`src/rtl/wishbone_master_ctrl_if.sv`:
```
// Bus bundle for wishbone_master_ctrl: the local command/response handshake
// plus the Wishbone classic initiator signals. The master modport is the
// controller's view; the slave modport is the view of whatever drives
// commands and models the responder.
interface wishbone_master_ctrl_if #(
  parameter int ADDR_W = 32,
  parameter int DATA_W = 32
) ();

  logic              cmd_valid_i;
  logic              cmd_ready_o;
  logic              cmd_we_i;
  logic [ADDR_W-1:0] cmd_addr_i;
  logic [DATA_W-1:0] cmd_data_i;

  logic              rsp_valid_o;
  logic [DATA_W-1:0] rsp_data_o;
  logic              rsp_err_o;

  logic [ADDR_W-1:0] addr_o;
  logic              we_o;
  logic [DATA_W-1:0] data_o;
  logic              cyc_o;
  logic              stb_o;
  logic [DATA_W-1:0] data_i;
  logic              ack_i;

  modport master (
    input  cmd_valid_i, cmd_we_i, cmd_addr_i, cmd_data_i, data_i, ack_i,
    output cmd_ready_o, rsp_valid_o, rsp_data_o, rsp_err_o,
           addr_o, we_o, data_o, cyc_o, stb_o
  );

  modport slave (
    output cmd_valid_i, cmd_we_i, cmd_addr_i, cmd_data_i, data_i, ack_i,
    input  cmd_ready_o, rsp_valid_o, rsp_data_o, rsp_err_o,
           addr_o, we_o, data_o, cyc_o, stb_o
  );

endinterface

```
`src/rtl/wishbone_master_ctrl.sv`:
```
// Wishbone classic single-transfer initiator. One command in, one CYC/STB
// cycle out, one response back. After the ack the controller parks in
// RELEASE until the responder drops ack_i, so a held ACK can never be
// mistaken for the acknowledge of the following transfer.
// Optional build macro WB_MASTER_TIMEOUT_EN adds a BUSY watchdog that aborts
// the cycle with rsp_err_o after TIMEOUT_CYCLES cycles without ack_i.
module wishbone_master_ctrl #(
  parameter int ADDR_W         = 32,
  parameter int DATA_W         = 32,
  parameter int TIMEOUT_CYCLES = 255
) (
  input logic                  clk_i,
  input logic                  rst_i,
  wishbone_master_ctrl_if.master bus
);

  typedef enum logic [1:0] {
    IDLE    = 2'd0,
    BUSY    = 2'd1,
    RELEASE = 2'd2
  } state_t;

  state_t            state_q, state_d;
  logic              ready_q, ready_d;
  logic [ADDR_W-1:0] addr_q, addr_d;
  logic              we_q, we_d;
  logic [DATA_W-1:0] wdata_q, wdata_d;
  logic              cyc_q, cyc_d;
  logic              rsp_valid_q, rsp_valid_d;
  logic [DATA_W-1:0] rsp_data_q, rsp_data_d;
  logic              rsp_err_q, rsp_err_d;

`ifdef WB_MASTER_TIMEOUT_EN
  localparam int CNT_W = $clog2(TIMEOUT_CYCLES + 1);
  localparam logic [CNT_W-1:0] CNT_LAST = CNT_W'(TIMEOUT_CYCLES - 1);

  logic [CNT_W-1:0] cnt_q, cnt_d;
`endif

  // Next-state and next-output decode; every registered output is computed here
  always_comb begin
    state_d     = state_q;
    addr_d      = addr_q;
    we_d        = we_q;
    wdata_d     = wdata_q;
    cyc_d       = cyc_q;
    rsp_valid_d = 1'b0;
    rsp_data_d  = rsp_data_q;
    rsp_err_d   = rsp_err_q;
`ifdef WB_MASTER_TIMEOUT_EN
    cnt_d       = cnt_q;
`endif

    case (state_q)
      IDLE: begin
        cyc_d = 1'b0;
        if (bus.cmd_valid_i) begin
          addr_d  = bus.cmd_addr_i;
          we_d    = bus.cmd_we_i;
          wdata_d = bus.cmd_we_i ? bus.cmd_data_i : '0;
          cyc_d   = 1'b1;
          state_d = BUSY;
`ifdef WB_MASTER_TIMEOUT_EN
          cnt_d   = '0;
`endif
        end
      end

      BUSY: begin
        if (bus.ack_i) begin
          cyc_d       = 1'b0;
          rsp_valid_d = 1'b1;
          rsp_err_d   = 1'b0;
          rsp_data_d  = we_q ? '0 : bus.data_i;
          state_d     = RELEASE;
`ifdef WB_MASTER_TIMEOUT_EN
        end else if (cnt_q == CNT_LAST) begin
          cyc_d       = 1'b0;
          rsp_valid_d = 1'b1;
          rsp_err_d   = 1'b1;
          rsp_data_d  = '0;
          cnt_d       = cnt_q + CNT_W'(1);
          state_d     = RELEASE;
        end else begin
          cnt_d = cnt_q + CNT_W'(1);
`endif
        end
      end

      RELEASE: begin
        cyc_d = 1'b0;
        if (!bus.ack_i) begin
          state_d = IDLE;
        end
      end

      default: begin
        cyc_d   = 1'b0;
        state_d = IDLE;
      end
    endcase

    ready_d = (state_d == IDLE);
  end

  // State and output registers with synchronous reset
  always_ff @(posedge clk_i) begin
    if (rst_i) begin
      state_q     <= IDLE;
      ready_q     <= 1'b1;
      addr_q      <= '0;
      we_q        <= 1'b0;
      wdata_q     <= '0;
      cyc_q       <= 1'b0;
      rsp_valid_q <= 1'b0;
      rsp_data_q  <= '0;
      rsp_err_q   <= 1'b0;
    end else begin
      state_q     <= state_d;
      ready_q     <= ready_d;
      addr_q      <= addr_d;
      we_q        <= we_d;
      wdata_q     <= wdata_d;
      cyc_q       <= cyc_d;
      rsp_valid_q <= rsp_valid_d;
      rsp_data_q  <= rsp_data_d;
      rsp_err_q   <= rsp_err_d;
    end
  end

`ifdef WB_MASTER_TIMEOUT_EN
  // Watchdog counter of ack-less BUSY cycles
  always_ff @(posedge clk_i) begin
    if (rst_i) begin
      cnt_q <= '0;
    end else begin
      cnt_q <= cnt_d;
    end
  end
`endif

  assign bus.cmd_ready_o = ready_q;
  assign bus.addr_o      = addr_q;
  assign bus.we_o        = we_q;
  assign bus.data_o      = wdata_q;
  assign bus.cyc_o       = cyc_q;
  assign bus.stb_o       = cyc_q;
  assign bus.rsp_valid_o = rsp_valid_q;
  assign bus.rsp_data_o  = rsp_data_q;
  assign bus.rsp_err_o   = rsp_err_q;

endmodule
```
`src/flat_wrapper.sv`:
```
// flat-port wrapper written by rule: the top's interface ports become plain ports
module wishbone_master_ctrl_flat 
#(
  parameter int ADDR_W         = 32,
  parameter int DATA_W         = 32,
  parameter int TIMEOUT_CYCLES = 255
)
  (clk_i, rst_i, bus_cmd_valid_i, bus_cmd_we_i, bus_cmd_addr_i, bus_cmd_data_i, bus_data_i, bus_ack_i, bus_cmd_ready_o, bus_rsp_valid_o, bus_rsp_data_o, bus_rsp_err_o, bus_addr_o, bus_we_o, bus_data_o, bus_cyc_o, bus_stb_o);
  wishbone_master_ctrl_if #(.ADDR_W(ADDR_W), .DATA_W(DATA_W)) bus_i ();
  input logic clk_i;
  input logic rst_i;
  input wire logic [$bits(bus_i.cmd_valid_i)-1:0] bus_cmd_valid_i;
  input wire logic [$bits(bus_i.cmd_we_i)-1:0] bus_cmd_we_i;
  input wire logic [$bits(bus_i.cmd_addr_i)-1:0] bus_cmd_addr_i;
  input wire logic [$bits(bus_i.cmd_data_i)-1:0] bus_cmd_data_i;
  input wire logic [$bits(bus_i.data_i)-1:0] bus_data_i;
  input wire logic [$bits(bus_i.ack_i)-1:0] bus_ack_i;
  output wire logic [$bits(bus_i.cmd_ready_o)-1:0] bus_cmd_ready_o;
  output wire logic [$bits(bus_i.rsp_valid_o)-1:0] bus_rsp_valid_o;
  output wire logic [$bits(bus_i.rsp_data_o)-1:0] bus_rsp_data_o;
  output wire logic [$bits(bus_i.rsp_err_o)-1:0] bus_rsp_err_o;
  output wire logic [$bits(bus_i.addr_o)-1:0] bus_addr_o;
  output wire logic [$bits(bus_i.we_o)-1:0] bus_we_o;
  output wire logic [$bits(bus_i.data_o)-1:0] bus_data_o;
  output wire logic [$bits(bus_i.cyc_o)-1:0] bus_cyc_o;
  output wire logic [$bits(bus_i.stb_o)-1:0] bus_stb_o;
  assign bus_i.cmd_valid_i = bus_cmd_valid_i;
  assign bus_i.cmd_we_i = bus_cmd_we_i;
  assign bus_i.cmd_addr_i = bus_cmd_addr_i;
  assign bus_i.cmd_data_i = bus_cmd_data_i;
  assign bus_i.data_i = bus_data_i;
  assign bus_i.ack_i = bus_ack_i;
  assign bus_cmd_ready_o = bus_i.cmd_ready_o;
  assign bus_rsp_valid_o = bus_i.rsp_valid_o;
  assign bus_rsp_data_o = bus_i.rsp_data_o;
  assign bus_rsp_err_o = bus_i.rsp_err_o;
  assign bus_addr_o = bus_i.addr_o;
  assign bus_we_o = bus_i.we_o;
  assign bus_data_o = bus_i.data_o;
  assign bus_cyc_o = bus_i.cyc_o;
  assign bus_stb_o = bus_i.stb_o;
  wishbone_master_ctrl #(.ADDR_W(ADDR_W), .DATA_W(DATA_W), .TIMEOUT_CYCLES(TIMEOUT_CYCLES)) u_core (.clk_i(clk_i), .rst_i(rst_i), .bus(bus_i));
endmodule
```
`config.mk`:
```
export PLATFORM = sky130hd
export DESIGN_NAME = wishbone_master_ctrl_flat
export DESIGN_NICKNAME = d
export VERILOG_FILES = /design/src/rtl/wishbone_master_ctrl_if.sv /design/src/rtl/wishbone_master_ctrl.sv /design/src/flat_wrapper.sv
export SDC_FILE = /design/constraint.sdc
export NUM_CORES = 1
export LEC_CHECK = 0
export ABC_CLOCK_PERIOD_IN_PS = 1700
export CAP_MARGIN = 20
export CORE_ASPECT_RATIO = 0.8
export CORE_MARGIN = 1
export CORE_UTILIZATION = 40
export CTS_CLUSTER_DIAMETER = 120
export DETAILED_ROUTE_END_ITERATION = 8
export DONT_BUFFER_PORTS = 1
export HOLD_SLACK_MARGIN = 0.1
export PLACE_DENSITY = 0.59
export RECOVER_POWER = 100
export SLEW_MARGIN = 20
export SYNTH_ARGS = -nofsm -noshare
export SYNTH_HDL_FRONTEND = slang
export SYNTH_SLANG_ARGS = --single-unit
export TNS_END_PERCENT = 20
```
`constraint.sdc`:
```
create_clock -name clk_i -period 1.7 [get_ports clk_i]
set_input_delay 0.085 -clock clk_i [delete_from_list [all_inputs] [get_ports clk_i]]
set_output_delay 0.085 -clock clk_i [all_outputs]
set_load 0.02 [all_outputs]
```
==> run summary, run 1 <==
=======================================================================================
Ratio of cells with drive above 1 in the final layout ....................      0.05757
Max incr delay on CP .....................................................       620 ps
Synth Area per Inst ......................................................   9.203 um^2
Post-Route Utilization ...................................................       0.5805
Number of inserted diodes ................................................            0
Synth unique cells .......................................................           23
Static Leak ..............................................................     1.760 nW
Synth top area cells ..................................................... sky130_fd_sc_hd__dfxtp_1 59%, sky130_fd_sc_hd__nand2_1 11%, sky130_fd_sc_hd__a21oi_1 9.4%
First-pass GRT wire length ...............................................     14.84 mm
Clock buffer depth .......................................................            2
Number of nets in the layout .............................................          565
Arrival time at the worst endpoint .......................................      1880 ps
Sequential cell area .....................................................    2042 um^2
Combined area of all synthesized cells ...................................    3470 um^2
Residual DRC count .......................................................            0
Io pins ..................................................................          203
Clk Latency, worst-skew pair .............................................       350 ps
Synth async-reset ratio ..................................................            0
Final critical-path share of the clock period ............................       0.9342
Mapped Nets ..............................................................          478
Transition time at the pin with the least slew margin ....................     925.4 ps
Total core area ..........................................................    8164 um^2
Number of global-route vias before repair ................................         2956
Final-layout fill cell count .............................................          661
Overall fraction of global-route tracks in use ...........................       0.2076
Max_slew headroom ........................................................       0.3810
Critical-path maximum fanout .............................................           16
Routed Antenna Nets ......................................................            0
Critical-path top delay cell ............................................. sky130_fd_sc_hd__nor2b_2
Initial cell density of the core .........................................       0.4250
Total of max-cap violations ..............................................            0
Remaining Overflow, GRT ..................................................            0
Maximum level of the CTS H-tree ..........................................            3
Max-slew violation count .................................................            0
Critical-path cell list .................................................. and4bb_1, nor2b_2, a22o_1
Clock tree from TritonCTS ................................................          yes
Post-synth EDFFs .........................................................            0
Post-layout minimum cycle time ...........................................      1588 ps
Internal Dissipation .....................................................   0.003475 W
Total negative setup slack ...............................................         0 ps
Area added between synthesis and finish ..................................       36.60%
Logic pwr share ..........................................................        0.114
Max frequency ............................................................   0.6297 GHz
Top cell type by total area after synthesis .............................. sky130_fd_sc_hd__dfxtp_1
Post-Synthesis Cells .....................................................          377
Total via count in the routed design .....................................         3068
Flip-flop cell with the highest count after synthesis .................... sky130_fd_sc_hd__dfxtp_1
Cell Rows ................................................................           29
Final Total Pwr ..........................................................   0.004798 W
First-pass detailed-route iteration total ................................            5
Part of the Yosys area used for sequential elements ......................       0.5885
Post-CTS Repair Setup Buffers ............................................            0
Final hold violation count ...............................................            0
Worst Hold Class .........................................................       in2reg
CP Capture Type ..........................................................         flop
Quantity of I/O buffers inserted on ports ................................            0
HPWL reported at the end of detailed placement ...........................     5.401 mm
Number of gates given a new drive strength after cts .....................            0
Net Switching ............................................................   0.001323 W
Clock-pin slew on the worst setup and hold paths .........................       100 ps
Maximum number of pins on one net before global-route repair .............           69
Worst vdd ir .............................................................  0.0005956 V
Clk pwr share ............................................................        0.316
Maximum clock skew at final layout .......................................     19.52 ps
Area of the multi-input gates ............................................    1260 um^2
Die Y-Extent .............................................................     85.30 um
Die Footprint ............................................................    9052 um^2
Result of the run ........................................................ finished clean
Antenna violations before repair .........................................            0
Data required time of the critical path ..................................      1990 ps
Final setup violating endpoints ..........................................            0
Clock root cell .......................................................... sky130_fd_sc_hd__clkbuf_8
Num CTS Buffers ..........................................................            9
Switching Fraction .......................................................       0.2757
Final Wtd Congestion .....................................................       0.7181
Sort of element at the start of the critical path ........................         flop
Number of violations reported at the end of detailed-routing iteration 0 .          220
Overall die width ........................................................     106.1 um
Drt total wl .............................................................     10.14 mm
Setup CP Type ............................................................      reg2reg
Via density per instance .................................................        5.317
Number of register bits inferred by synthesis ............................          102
Post-detailed-route wirelength per cell ..................................     17.58 um
Clock Sink Count .........................................................          102
Cell Pwr Density ......................................................... 1012 nW/um^2
Portion of total power attributed to sequential cells ....................        0.571
Warnings, synthesis ......................................................            0
Top cell type's share of synthesized area ................................       0.5885
=======================================================================================
==> layer usage <==
layer | up-vias | part of all wire | wire length [um] | GRT usage
li1 | 1449 | - | - | -
met3 | 18 | 0.083 | 840 | 0.07988
met5 | - | 0 | 0 | 0
met4 | 0 | 0.020 | 205 | 0.08712
met1 | 1451 | 0.41 | 4193 | 0.2344
met2 | 150 | 0.48 | 4903 | 0.3512
==> critical path: cells and delay by family, from the launching register on <==
| kind | cells | cell delay [ps] |
|---|---|---|
| AOI/OAI and AO/OA | 1 | 250 |
| DFF | 1 | 380 |
| and+or+nand+nor | 2 | 910 |
==> path summary, 6_finish.rpt <==
path	from	endpoint	slack [ps]	cells after the start
max reg2reg	u_core.state_q[0]$_SDFF_PP0_	u_core.bus.rsp_data_o[30]$_SDFFE_PP0P_	110	3
max	u_core.state_q[0]$_SDFF_PP0_	u_core.bus.rsp_data_o[30]$_SDFFE_PP0P_	110	3
min	rst_i	u_core.bus.rsp_valid_o$_SDFF_PP0_	140	2
min reg2reg	u_core.bus.data_o[30]$_SDFFE_PP0P_	u_core.bus.data_o[30]$_SDFFE_PP0P_	560	2
==> power groups by stage <==
stage | clock network [W] | logic (W) | registers (W)
floorplan | 0 | 0.000277 | 0.00277
global placement | 0 | 0.000285 | 0.00279
detailed placement | 0 | 0.000296 | 0.00279
CTS | 0.00156 | 0.000524 | 0.00274
global route | 0.00167 | 0.000588 | 0.00275
finish | 0.00151 | 0.000545 | 0.00274
==> what timing repair did <==
| item | in CTS | in global routing |
|---|---|---|
| hold buffers | 100 | 3 |
| setup endpoints to repair | 0 | 13 |
| hold endpoints to repair | 102 | 21 |
==> Yosys cell counts (2+ instances only) <==
| cell | n |
|---|---|
| sky130_fd_sc_hd__buf_2 | 13 |
| sky130_fd_sc_hd__buf_4 | 3 |
| sky130_fd_sc_hd__dfxtp_1 | 102 |
| sky130_fd_sc_hd__nand2_1 | 98 |
| sky130_fd_sc_hd__clkbuf_1 | 13 |
| sky130_fd_sc_hd__buf_6 | 4 |
| sky130_fd_sc_hd__nand3_1 | 32 |
| sky130_fd_sc_hd__a22o_1 | 32 |
| sky130_fd_sc_hd__a21oi_1 | 65 |
| sky130_fd_sc_hd__nand2b_1 | 2 |
==> sequential cells by signal (all words and copies together), names as in the netlist <==
name and count:
u_core.bus.rsp_valid_o 1, u_core.state_q 2, u_core.bus.addr_o 32, u_core.bus.cyc_o 1, u_core.bus.cmd_ready_o 1, u_core.bus.rsp_data_o 32, u_core.bus.we_o 1, u_core.bus.data_o 32
==> metrics by stage <==
stage | hold slack (ps) | worst slack (ps) | cell area (um^2) | instances
floorplan | 172.7 | 389.5 | 3470 | 377
global placement | 162.4 | 213.8 | 3490 | 457
detailed placement | 164.0 | 158.7 | 3490 | 457
CTS | 72.52 | 134.4 | 4703 | 573
global route | 118.8 | -5.128 | 4740 | 577
finish | 144.2 | 111.8 | 4740 | 577
==> final cells by class <==
type / count / area share
multi-input combinational: 241 / 0.2658
timing repair buffer: 109 / 0.2328
clock inverter: 6 / 0.01426
tap: 108 / 0.02851
clock buffer: 10 / 0.02693
inverter: 1 / 0.0007920
sequential: 102 / 0.4308
==> logic make-up after synthesis <==
family | share of synthesized area
AO/OA/AOI/OAI | 0.1807
XOR/XNOR | 0.002525
buffers and inverters | 0.05445
flip-flops | 0.5885
other | 0.001081
AND/OR/NAND/NOR | 0.1727
==> cell usage in the layout (no fill, tap or decap), types with 2 or more instances in the layout <==
cell / count
sky130_fd_sc_hd__dfxtp_1: 102
sky130_fd_sc_hd__dlygate4sd3_1: 100
sky130_fd_sc_hd__nand2_1: 98
sky130_fd_sc_hd__a21oi_1: 65
sky130_fd_sc_hd__a22o_1: 32
sky130_fd_sc_hd__nand3_1: 32
sky130_fd_sc_hd__clkbuf_8: 9
sky130_fd_sc_hd__clkbuf_1: 3
sky130_fd_sc_hd__nand2b_1: 2
sky130_fd_sc_hd__clkinvlp_4: 2
sky130_fd_sc_hd__inv_6: 2
sky130_fd_sc_hd__buf_12: 2
sky130_fd_sc_hd__clkbuf_4: 2
Power figures use the tool's default switching activity.
==> run 2: changes to the inputs <==
- CORE_UTILIZATION: 40 -> 61
- PLACE_DENSITY: 0.59 -> 0.82
==> run 2 against run 1 <==
Clock skew shrank 11 ps. Die area is 34% lower. Cell count shrank 5.5%. Via count rose by 3.7%. Clock power down 7%. Register-to-register slack is essentially flat. Sequential power barely moved. Highest routed layer unchanged.
==> run summary, run 2 (synthesis gave the netlist of run 1 again) <==
========================================================================================
Static Leak ...............................................................     1.756 nW   -0.22%
Worst Hold Class ..........................................................       in2reg
Total core area ...........................................................    5465 um^2   -33%
Num CTS Buffers ...........................................................            9   unchanged
Startpoint of the most critical register-to-register path ................. u_core.state_q[0]$_SDFF_PP0_
Initial cell density of the core ..........................................       0.6348   +0.2099
Post-detailed-route wirelength per cell ...................................     19.28 um   +9.7%
Critical-path top delay cell .............................................. sky130_fd_sc_hd__or3b_2
Clock root cell ........................................................... sky130_fd_sc_hd__clkbuf_8
Clock tree from TritonCTS .................................................          yes
Max incr delay on CP ......................................................       520 ps   -100 ps
HPWL reported at the end of detailed placement ............................     5.003 mm   -7.4%
Post-route non-filler standard cell count .................................          545   -5.5%
Post-layout minimum cycle time ............................................      1594 ps   +5.613 ps
Final hold violation count ................................................            0   unchanged
Antenna violations before repair ..........................................            0   unchanged
Critical Path Source ...................................................... u_core.state_q[0]$_SDFF_PP0_
Result of the run ......................................................... finished clean
Cell Count Post-Placement .................................................          426   -6.8%
Io pins ...................................................................          203   unchanged
Clock Sink Count ..........................................................          102   unchanged
Remaining Overflow, GRT ...................................................            0   unchanged
Overall die width .........................................................     86.32 um   -19%
Arrival time at the worst endpoint ........................................      1790 ps   -90 ps
Clock-pin slew on the worst setup and hold paths ..........................       100 ps   about the same
Commonest cells after routing, fill and taps aside ........................ 102 x sky130_fd_sc_hd__dfxtp_1, 99 x sky130_fd_sc_hd__dlygate4sd3_1, 98 x sky130_fd_sc_hd__nand2_1
Via density per instance ..................................................        5.839   +9.8%
Quantity of I/O buffers inserted on ports .................................            0   unchanged
Critical-path cell list ................................................... or3b_2, buf_4, nand2_1, a21oi_1
First-pass detailed-route iteration total .................................            5   unchanged
Area of all placed cells without fillers ..................................    4671 um^2   -1.5%
Setup CP Type .............................................................      reg2reg
Hold endpoint ............................................................. u_core.bus.data_o[28]$_SDFFE_PP0P_
Sum of buffers and inverters on the critical path .........................            1   +1
Maximum level of the CTS H-tree ...........................................            3   unchanged
Drt total wl ..............................................................     10.51 mm   +3.6%
Endpoint of the most critical register-to-register path ................... u_core.bus.addr_o[3]$_SDFFE_PP0P_
Category of cells accounting for the largest share of critical-path delay . simple AND/OR/NAND/NOR gates
Sort of element at the start of the critical path .........................         flop
First-pass GRT wire length ................................................     15.31 mm   +3.2%
Post-layout worst setup margin ............................................     106.2 ps   -5.613 ps
Die Y-Extent ..............................................................     69.46 um   -19%
Routed Antenna Nets .......................................................            0   unchanged
Maximum clock skew at final layout ........................................     8.387 ps   -11.13 ps
Most common cell after layout, fill and taps aside ........................ sky130_fd_sc_hd__dfxtp_1
Critical-path maximum fanout ..............................................           43   +27
Worst hold start ..........................................................        rst_i
Number of nets in the layout ..............................................          563   -0.35%
Residual DRC count ........................................................            0   unchanged
R2R setup slack ...........................................................       110 ps   about the same
Total negative setup slack ................................................         0 ps   unchanged
Clock buffer depth ........................................................            2   unchanged
Setup slack after placement ...............................................     71.65 ps   -87.06 ps
Max_slew headroom .........................................................       0.2987   -0.08234
CP Capture Type ...........................................................         flop
Data required time of the critical path ...................................      1900 ps   -90 ps
Reg2Reg Depth .............................................................            4   +1
Final critical-path share of the clock period .............................       0.9375   +0.003302
Count of cells along the worst hold path ..................................            3   +1
Post-Route Utilization ....................................................       0.8546   +0.2741
Area added between synthesis and finish ...................................       34.62%
Maximum number of pins on one net before global-route repair ..............           69   unchanged
Die Footprint .............................................................    5995 um^2   -34%
Dpl cell area .............................................................    3432 um^2   -1.6%
Max-slew violation count ..................................................            0   unchanged
Number of violations reported at the end of detailed-routing iteration 0 ..          204   -7.3%
Number of inserted diodes .................................................            0   unchanged
Total via count in the routed design ......................................         3182   +3.7%
Clk Latency, worst-skew pair ..............................................       360 ps   about the same
Cell Rows .................................................................           24   -17%
Worst vdd ir ..............................................................  0.0007331 V   +23%
RSZ-0062 raised after global routing ......................................           no
Ratio of cells with drive above 1 in the final layout .....................      0.06424   +0.006671
Max frequency .............................................................   0.6274 GHz   -0.35%
Overall fraction of global-route tracks in use ............................       0.3309   +0.1233
Final Wtd Congestion ......................................................       0.7180   about the same
Transition time at the pin with the least slew margin .....................      1049 ps   +123.1 ps
Total of max-cap violations ...............................................            0   unchanged
Cell Pwr Density .......................................................... 1006 nW/um^2   -0.59%
Final setup violating endpoints ...........................................            0   unchanged
Number of global-route vias before repair .................................         3132   +6.0%
========================================================================================
-- run 2: timing repair --
item,4_1_cts,5_1_grt
hold buffers,100,2
buffers inserted,0,0
endpoints found under the hold margin,102,26
resized for setup,0,1
setup endpoints to repair,0,32
-- run 2: worst reg2reg max path, cell delays in order, from the launching register on --
cell and delay [ps]:
sky130_fd_sc_hd__dfxtp_1 410, sky130_fd_sc_hd__or3b_2 520, sky130_fd_sc_hd__buf_4 290, sky130_fd_sc_hd__nand2_1 160, sky130_fd_sc_hd__a21oi_1 80
-- run 2: worst max path at each step --
stage | end | depth (start not counted)
finish | u_core.bus.addr_o[3]$_SDFFE_PP0P_ | 4
global route | u_core.bus.data_o[25]$_SDFFE_PP0P_ | 4
CTS | u_core.bus.rsp_data_o[30]$_SDFFE_PP0P_ | 3
detailed placement | u_core.bus.rsp_data_o[25]$_SDFFE_PP0P_ | 3
global placement | u_core.bus.rsp_data_o[7]$_SDFFE_PP0P_ | 3
floorplan | u_core.bus.rsp_data_o[0]$_SDFFE_PP0P_ | 5
-- run 2: layer usage --
| layer | global-route usage | vias up | routed length (um) |
|---|---|---|---|
| li1 | - | 1450 | - |
| met1 | 0.3643 | 1474 | 3925 |
| met2 | 0.5661 | 220 | 5159 |
| met3 | 0.1393 | 38 | 1136 |
| met4 | 0.1222 | 0 | 284 |
| met5 | 0 | - | 0 |
-- run 2: stage by stage --
stage | hold slack (ps) | total power, W
global placement | 158.2 | 0.003058
CTS | 58.65 | 0.004661
floorplan | 172.7 | 0.003042
global route | 127.6 | 0.004857
finish | 119.7 | 0.004700
detailed placement | 159.7 | 0.003075
-- run 2: area by class of cell --
class,count,area (um^2)
timing repair buffer,107,1081
tap,78,97.59
clock buffer,10,137.6
fill,281,794.5
multi-input combinational,241,1265
clock inverter,6,43.79
sequential,102,2042
inverter,1,3.754
-- run 2: report_power, final --
group | internal, W | switching, W
Clock | 0.000584 | 0.000825
Combinational | 0.000272 | 0.000270
Sequential | 0.00251 | 0.000242
